### src/rtl/pipe_ctrl_unit_pkg.sv
// Shared RV32I opcode constants, the decoded control bundle and the M-extension stall states.
package pipe_ctrl_unit_pkg;

  localparam logic [6:0] OPCODE_R     = 7'b0110011;
  localparam logic [6:0] OPCODE_I     = 7'b0010011;
  localparam logic [6:0] OPCODE_L     = 7'b0000011;
  localparam logic [6:0] OPCODE_S     = 7'b0100011;
  localparam logic [6:0] OPCODE_B     = 7'b1100011;
  localparam logic [6:0] OPCODE_JAL   = 7'b1101111;
  localparam logic [6:0] OPCODE_JALR  = 7'b1100111;
  localparam logic [6:0] OPCODE_LUI   = 7'b0110111;
  localparam logic [6:0] OPCODE_AUIPC = 7'b0010111;

  localparam logic [6:0] FUNCT7_MULDIV = 7'b0000001;

  typedef enum logic {
    IDLE    = 1'b0,
    MD_BUSY = 1'b1
  } md_state_e;

  typedef struct packed {
    logic       branch;
    logic       jump;
    logic       jalr;
    logic [1:0] utype;     // {LUI, AUIPC}
    logic [1:0] aluop;
    logic       alusrc;
    logic       memread;
    logic       memwrite;
    logic       memtoreg;
    logic       regwrite;
    logic       muldiv;
  } ctrl_t;

endpackage

### src/rtl/pipe_ctrl_unit_decode.sv
// Combinational RV32I decoder: instruction -> control bundle and register-use flags.
// Optional M-extension recognition is enabled by RV32M_EN.
module ctrl_decode
  import pipe_ctrl_unit_pkg::*;
(
  input  logic [31:0] inst,
  output ctrl_t       ctrl,
  output logic        use_rs1,
  output logic        use_rs2
);

  logic [6:0] opc;
  logic [6:0] funct7;
  logic is_r, is_i, is_l, is_s, is_b, is_jal, is_jalr, is_lui, is_auipc, known;
  logic unused_bits;

  assign opc    = inst[6:0];
  assign funct7 = inst[31:25];

  assign is_r     = (opc == OPCODE_R);
  assign is_i     = (opc == OPCODE_I);
  assign is_l     = (opc == OPCODE_L);
  assign is_s     = (opc == OPCODE_S);
  assign is_b     = (opc == OPCODE_B);
  assign is_jal   = (opc == OPCODE_JAL);
  assign is_jalr  = (opc == OPCODE_JALR);
  assign is_lui   = (opc == OPCODE_LUI);
  assign is_auipc = (opc == OPCODE_AUIPC);
  assign known    = is_r | is_i | is_l | is_s | is_b | is_jal | is_jalr | is_lui | is_auipc;

  // Register fields are consumed by the hazard logic in the parent, not here.
`ifdef RV32M_EN
  assign unused_bits = ^inst[24:7];
`else
  assign unused_bits = ^{funct7, inst[24:7]};
`endif

  always_comb begin
    ctrl          = '0;
    ctrl.branch   = is_b;
    ctrl.jump     = is_jal;
    ctrl.jalr     = is_jalr;
    ctrl.utype    = {is_lui, is_auipc};
    // ALUOp is gated by known so an unknown opcode yields an all-zero bundle.
    ctrl.aluop[1] = known & ~(is_l | is_s | is_b);
    ctrl.aluop[0] = known & ~(is_l | is_s | is_r);
    ctrl.alusrc   = is_i | is_l | is_s | is_lui | is_auipc;
    ctrl.memread  = is_l;
    ctrl.memwrite = is_s;
    ctrl.memtoreg = is_l;
    ctrl.regwrite = is_r | is_i | is_l | is_lui | is_auipc | is_jal | is_jalr;
`ifdef RV32M_EN
    ctrl.muldiv   = is_r & (funct7 == FUNCT7_MULDIV);
`else
    ctrl.muldiv   = 1'b0;
`endif
  end

  assign use_rs1 = is_r | is_i | is_l | is_s | is_b | is_jalr;
  assign use_rs2 = is_r | is_s | is_b;

endmodule

### src/rtl/pipe_ctrl_unit.sv
// Pipeline control: ID decode registered into ID/EX, load-use stall, redirect flush and,
// when RV32M_EN is defined, a multi-cycle MUL/DIV hold of the ID/EX register.
module pipe_ctrl_unit
  import pipe_ctrl_unit_pkg::*;
#(
  parameter int unsigned XLEN       = 32,
  parameter int unsigned MULDIV_LAT = 4,
  parameter int unsigned CNT_W      = 4
) (
  input  logic        clk,
  input  logic        rst_n,
  input  logic [31:0] id_inst,
  input  logic        id_valid,
  input  logic        ex_redirect,
  output logic        pc_hold,
  output logic        if_id_flush,
  output logic        ex_valid,
  output logic [4:0]  ex_rd,
  output logic        ex_branch,
  output logic        ex_jump,
  output logic        ex_jalr,
  output logic [1:0]  ex_utype,
  output logic [1:0]  ex_aluop,
  output logic        ex_alusrc,
  output logic        ex_memread,
  output logic        ex_memwrite,
  output logic        ex_memtoreg,
  output logic        ex_regwrite,
  output logic        ex_muldiv
);

  if (XLEN != 32) begin : g_xlen_chk
    $error("pipe_ctrl_unit: XLEN must be 32");
  end
  if (MULDIV_LAT < 1 || MULDIV_LAT > 15) begin : g_lat_chk
    $error("pipe_ctrl_unit: MULDIV_LAT must be 1..15");
  end
  if ((64'd1 << CNT_W) <= 64'(MULDIV_LAT)) begin : g_cnt_chk
    $error("pipe_ctrl_unit: 2**CNT_W must exceed MULDIV_LAT");
  end

  ctrl_t      dec;
  logic       use_rs1, use_rs2;
  logic [4:0] id_rs1, id_rs2, id_rd;
  logic       load_use, md_busy;

  ctrl_t      ex_ctrl_q, ex_ctrl_d;
  logic       ex_valid_q, ex_valid_d;
  logic [4:0] ex_rd_q, ex_rd_d;

  ctrl_decode u_decode (
    .inst    (id_inst),
    .ctrl    (dec),
    .use_rs1 (use_rs1),
    .use_rs2 (use_rs2)
  );

  assign id_rs1 = id_inst[19:15];
  assign id_rs2 = id_inst[24:20];
  assign id_rd  = id_inst[11:7];

  assign load_use = ex_valid_q & ex_ctrl_q.memread & (ex_rd_q != 5'd0) & id_valid &
                    ((use_rs1 & (id_rs1 == ex_rd_q)) | (use_rs2 & (id_rs2 == ex_rd_q)));

`ifdef RV32M_EN
  md_state_e       state_q, state_d;
  logic [CNT_W-1:0] cnt_q, cnt_d;

  assign md_busy = (state_q == MD_BUSY);

  // Enter MD_BUSY on the same edge the MUL/DIV op is loaded into ID/EX.
  always_comb begin
    state_d = state_q;
    cnt_d   = cnt_q;
    case (state_q)
      IDLE: begin
        if (!ex_redirect && !load_use && id_valid && dec.muldiv && (MULDIV_LAT > 1)) begin
          state_d = MD_BUSY;
          cnt_d   = CNT_W'(MULDIV_LAT - 1);
        end
      end
      MD_BUSY: begin
        cnt_d = cnt_q - CNT_W'(1);
        if (cnt_q == CNT_W'(1)) begin
          state_d = IDLE;
        end
      end
      default: begin
        state_d = IDLE;
        cnt_d   = '0;
      end
    endcase
  end

  always_ff @(posedge clk or negedge rst_n) begin
    if (!rst_n) begin
      state_q <= IDLE;
      cnt_q   <= '0;
    end else begin
      state_q <= state_d;
      cnt_q   <= cnt_d;
    end
  end
`else
  assign md_busy = 1'b0;
`endif

  // A busy MUL/DIV outranks redirect: it cannot itself redirect, so the request is dropped.
  always_comb begin
    pc_hold     = 1'b0;
    if_id_flush = 1'b0;
    ex_ctrl_d   = ex_ctrl_q;
    ex_valid_d  = ex_valid_q;
    ex_rd_d     = ex_rd_q;
    if (md_busy) begin
      pc_hold = 1'b1;
    end else if (ex_redirect) begin
      if_id_flush = 1'b1;
      ex_ctrl_d   = '0;
      ex_valid_d  = 1'b0;
      ex_rd_d     = '0;
    end else if (load_use) begin
      pc_hold    = 1'b1;
      ex_ctrl_d  = '0;
      ex_valid_d = 1'b0;
      ex_rd_d    = '0;
    end else begin
      ex_valid_d = id_valid;
      ex_ctrl_d  = id_valid ? dec : '0;
      ex_rd_d    = id_valid ? id_rd : 5'd0;
    end
  end

  always_ff @(posedge clk or negedge rst_n) begin
    if (!rst_n) begin
      ex_ctrl_q  <= '0;
      ex_valid_q <= 1'b0;
      ex_rd_q    <= '0;
    end else begin
      ex_ctrl_q  <= ex_ctrl_d;
      ex_valid_q <= ex_valid_d;
      ex_rd_q    <= ex_rd_d;
    end
  end

  assign ex_valid    = ex_valid_q;
  assign ex_rd       = ex_rd_q;
  assign ex_branch   = ex_ctrl_q.branch;
  assign ex_jump     = ex_ctrl_q.jump;
  assign ex_jalr     = ex_ctrl_q.jalr;
  assign ex_utype    = ex_ctrl_q.utype;
  assign ex_aluop    = ex_ctrl_q.aluop;
  assign ex_alusrc   = ex_ctrl_q.alusrc;
  assign ex_memread  = ex_ctrl_q.memread;
  assign ex_memwrite = ex_ctrl_q.memwrite;
  assign ex_memtoreg = ex_ctrl_q.memtoreg;
  assign ex_regwrite = ex_ctrl_q.regwrite;
  assign ex_muldiv   = ex_ctrl_q.muldiv;

endmodule
### config.mk
export PLATFORM = sky130hd
export DESIGN_NAME = pipe_ctrl_unit
export DESIGN_NICKNAME = d
export VERILOG_FILES = /design/src/rtl/pipe_ctrl_unit_pkg.sv /design/src/rtl/pipe_ctrl_unit_decode.sv /design/src/rtl/pipe_ctrl_unit.sv
export SDC_FILE = /design/constraint.sdc
export NUM_CORES = 1
export LEC_CHECK = 0
export ABC_AREA = 1
export CAP_MARGIN = 20
export CORE_MARGIN = 2
export CORE_UTILIZATION = 40
export DETAILED_ROUTE_END_ITERATION = 8
export PLACE_DENSITY = 0.84
export SLEW_MARGIN = 0
export SYNTH_ARGS = -nofsm -noshare
export SYNTH_HDL_FRONTEND = slang
export SYNTH_SLANG_ARGS = --single-unit
### constraint.sdc
create_clock -name clk -period 2.15 [get_ports clk]
set_clock_uncertainty 0.05 [all_clocks]
set_input_delay 0.43 -clock clk [delete_from_list [all_inputs] [get_ports clk]]
set_output_delay 0.43 -clock clk [all_outputs]
set_load 0.03 [all_outputs]
==> results_dict.tcl <==
set metrics [dict create \
    p_seq_frac 0.508 \
    syn_area_per_cell_um2 7.91 \
    initial_utilization 0.410 \
    cpLargestDelayFamily "buffers and inverters" \
    r2r_setup_slack_ns 0.43 \
    grt_pass1_vias 942 \
    cts.htree.levels 1 \
    grt_first_pass_wirelength_um 3810 \
    detailroute.via_count 1008 \
    antenna_found_initial 0 \
    ys.warnings.count 0 \
    post-synth-top-area-cell "dfrtp_1" \
    setup.worst_path.start_class "primary input" \
    path_buf_inv 2 \
    crit_path_cell_chain "clkdlybuf4s50_1 > clkdlybuf4s50_1" \
    synth_enable_flop_cells 0 \
    global_route_congestion_overflow_total 0 \
    worstRegToRegCells 10 \
    net-switching-power_mw 0.179 \
    synth_top_cells_by_count "nand2_1 (23), inv_1 (20), nor2_1 (18), dfrtp_1 (17), nor2_2 (13)" \
    post_route_cells_drive_above_1_share 0.277 \
    power_density_nw_per_um2 402 \
    postRouteWirelength_um 2520 \
    mappedNetlistArea_um2 988 \
    crit_path_end "if_id_flush" \
    finalCritPeriodShare 0.975 \
    irDropWorstVdd_mv 0.227 \
    cp-startpoint "ex_redirect" \
    ctsRootBufferMaster "clkbuf_4" \
    status "completed" \
    cp_max_fo 3 \
    holdCritPathClass "primary input to asynchronous set/reset pin" \
    cp.arrival_ns 1.62 \
    boundaryPins 57 \
    groute.layer.met3.usage 0.0167 \
    synthCells 125 \
    clock_sink_count 17 \
    detail_route.iter0.violations 19 \
    reg2reg_from "ex_rd[0]$_DFF_PN0_" \
    core_region_area_um2 2410 \
    groute.layer.met1.usage 0.192 \
    post_synth_net_total 161 \
    top_usage_layer "met2" \
    grt_start_max_net_pins 18 \
    grt_use_total 0.182 \
    die_h_um 53.7 \
    combPwrFrac 0.243 \
    sum_of_internal_switching_and_leakage_power_mw 0.653 \
    drtAntennaViolNets 0 \
    io_buffer_count 45 \
    dp_hpwl_um 1880 \
    rsz_0062_raised_after_global_routing "false" \
    critical-path-max-stage-delay_ns 0.68 \
    drt_first_pass_iters 4 \
    clk_path_buf_depth 2 \
    hold_viol 0 \
    core.rowCount 18 \
    detail_route.vias_per_cell 4.71 \
    drc 0 \
    yosysUniqueCellTypes 20 \
    worst_ep_required_time_ns 1.67 \
    synthArstFlopShare 1.00 \
    timing.critical_path.depth 2 \
    p_clk_frac 0.249 \
    cts.clk_slew.worst_paths_ns 0.09 \
    cts-buffers-inserted 3 \
    r2r-end "ex_aluop[0]$_DFF_PN0_" \
    gp_routability_congestion 0.793 \
    critical-path-top-cell-by-count "clkdlybuf4s50_1" \
    syn2layout_area_growth_pct 64.1 \
    fillCellCount 192 \
    hold_ws_ns 0.408 \
    design.final.nets 221 \
    floorplan.die.width_um 53.7 \
    post-synth-top-area-fraction 0.430 \
    synth-seq-cells 17 \
    max_clock_freq_ghz 0.477 \
    antennaDiodeCount 0 \
    switching_share 0.274 \
    route.detailed.wl_per_inst_um 11.8 \
    met2_usage 0.356 \
    synth_seq_area_share 0.430 \
    post_synth_main_area_contributors "dfrtp_1 (43%), nand2_1 (8.7%), nor2_2 (8.2%)" \
    overall_die_area_um2 2880 \
    finalMaxSlewViolations 0 \
    tritoncts_clock_tree "yes" \
    synth_most_common_cell "nand2_1" \
    type_of_destination_of_the_critical_path "output port" \
    post-route-min-period_ns 2.10 \
    clock_latency_ns 0.29 \
    critical_path.slowest_cell "clkdlybuf4s50_1" \
    cellInternalPower_mw 0.474 \
    crit_path_kind "primary input to output port" \
    post_route_setup_tns_ns 0 \
    cap_viol_max_count 0 \
    power.static_leakage_nw 0.823 \
    top_ff_cell_synth "dfrtp_1" \
    final-setup-viol-count 0 \
]
==> metrics by stage <==
stage | instance area (um^2) | worst slack, ns | util | std cells
final | 1620 | 0.0544 | 0.673 | 214
after detailed placement | 1490 | -0.181 | 0.617 | 204
after global routing | 1620 | 0.00776 | 0.673 | 214
after global placement | 1490 | -0.167 | 0.617 | 204
after CTS | 1560 | 0.00995 | 0.645 | 211
after floorplan | 988 | 0.220 | - | 125
==> logic make-up (layout without fill, tap and decap cells) <==
kind of cell	after synthesis	after routing	share of synthesized area
and+or+nand+nor	68	68	0.332
AOI/OAI and AO/OA	4	4	0.0253
buffers and inverters	27	86	0.138
DFF	17	17	0.430
other	1	1	0.00379
xor gates and xnor gates	8	8	0.0709
==> power by group through the flow <==
stage                     registers, mW  logic (mW)  clock network [mW]
after floorplan                   0.348      0.0625                   0
after detailed placement          0.337       0.151                   0
after global placement            0.337       0.146                   0
after CTS                         0.331       0.152               0.164
after global routing              0.332       0.172               0.175
final                             0.332       0.159               0.162
==> how the worst min path moves through the flow <==
stage                from                     to  slack, ns  cells past startpoint
floorplan           rst_n  ex_aluop[0]$_DFF_PN0_       0.08                      0
global placement    rst_n  ex_regwrite$_DFF_PN0_       0.72                      2
detailed placement  rst_n     ex_valid$_DFF_PN0_       0.72                      2
CTS                 rst_n      ex_jump$_DFF_PN0_       0.42                      2
global route        rst_n  ex_utype[0]$_DFF_PN0_       0.45                      2
finish              rst_n      ex_jump$_DFF_PN0_       0.41                      2
==> cells in the final DEF, fill, tap and decap left out, types with 2 or more instances in the layout <==
| master | n |
|---|---|
| nand2_2 | 5 |
| nor2_2 | 11 |
| nand3_1 | 3 |
| nor2_1 | 17 |
| buf_4 | 15 |
| clkdlybuf4s50_1 | 29 |
| dlygate4sd2_1 | 7 |
| inv_2 | 4 |
| nand2_1 | 21 |
| dfrtp_1 | 16 |
| xnor2_2 | 2 |
| dlymetal6s2s_1 | 4 |
| inv_1 | 18 |
| clkdlybuf4s15_1 | 3 |
| xor2_1 | 2 |
| clkbuf_4 | 3 |
| xnor2_1 | 3 |
| nand4_1 | 5 |
| nor2_4 | 4 |
==> metal layers <==
metal | wire, um | vias to the layer above
li1 | - | 486
met1 | 899 | 474
met2 | 1380 | 44
met3 | 196 | 4
met4 | 42 | 0
met5 | 0 | -
==> state kept, by name (all words and copies together) (netlist names) <==
signal and count:
ex_utype 2, ex_branch 1, ex_regwrite 1, ex_alusrc 1, ex_jump 1, ex_memwrite 1, ex_rd 5, ex_memread 1
ex_jalr 1, ex_aluop 2, ex_valid 1
==> what timing repair did <==
item                                   CTS  global route
pin swaps                               19            17
resized for setup                       21            15
setup endpoints to repair                1             1
endpoints found under the hold margin    0             0
setup buffers                            3             3
hold buffers                             0             0
==> area by class of cell <==
cell class / instances / area, um^2 / share of cell area
clock buffer: 4 / 26.3 / 0.0162
tap: 30 / 37.5 / 0.0231
timing repair buffer: 60 / 561 / 0.346
inverter: 22 / 82.6 / 0.0509
sequential: 17 / 427 / 0.263
multi-input combinational: 81 / 488 / 0.301
No activity file was read; power rests on OpenSTA's default activity.
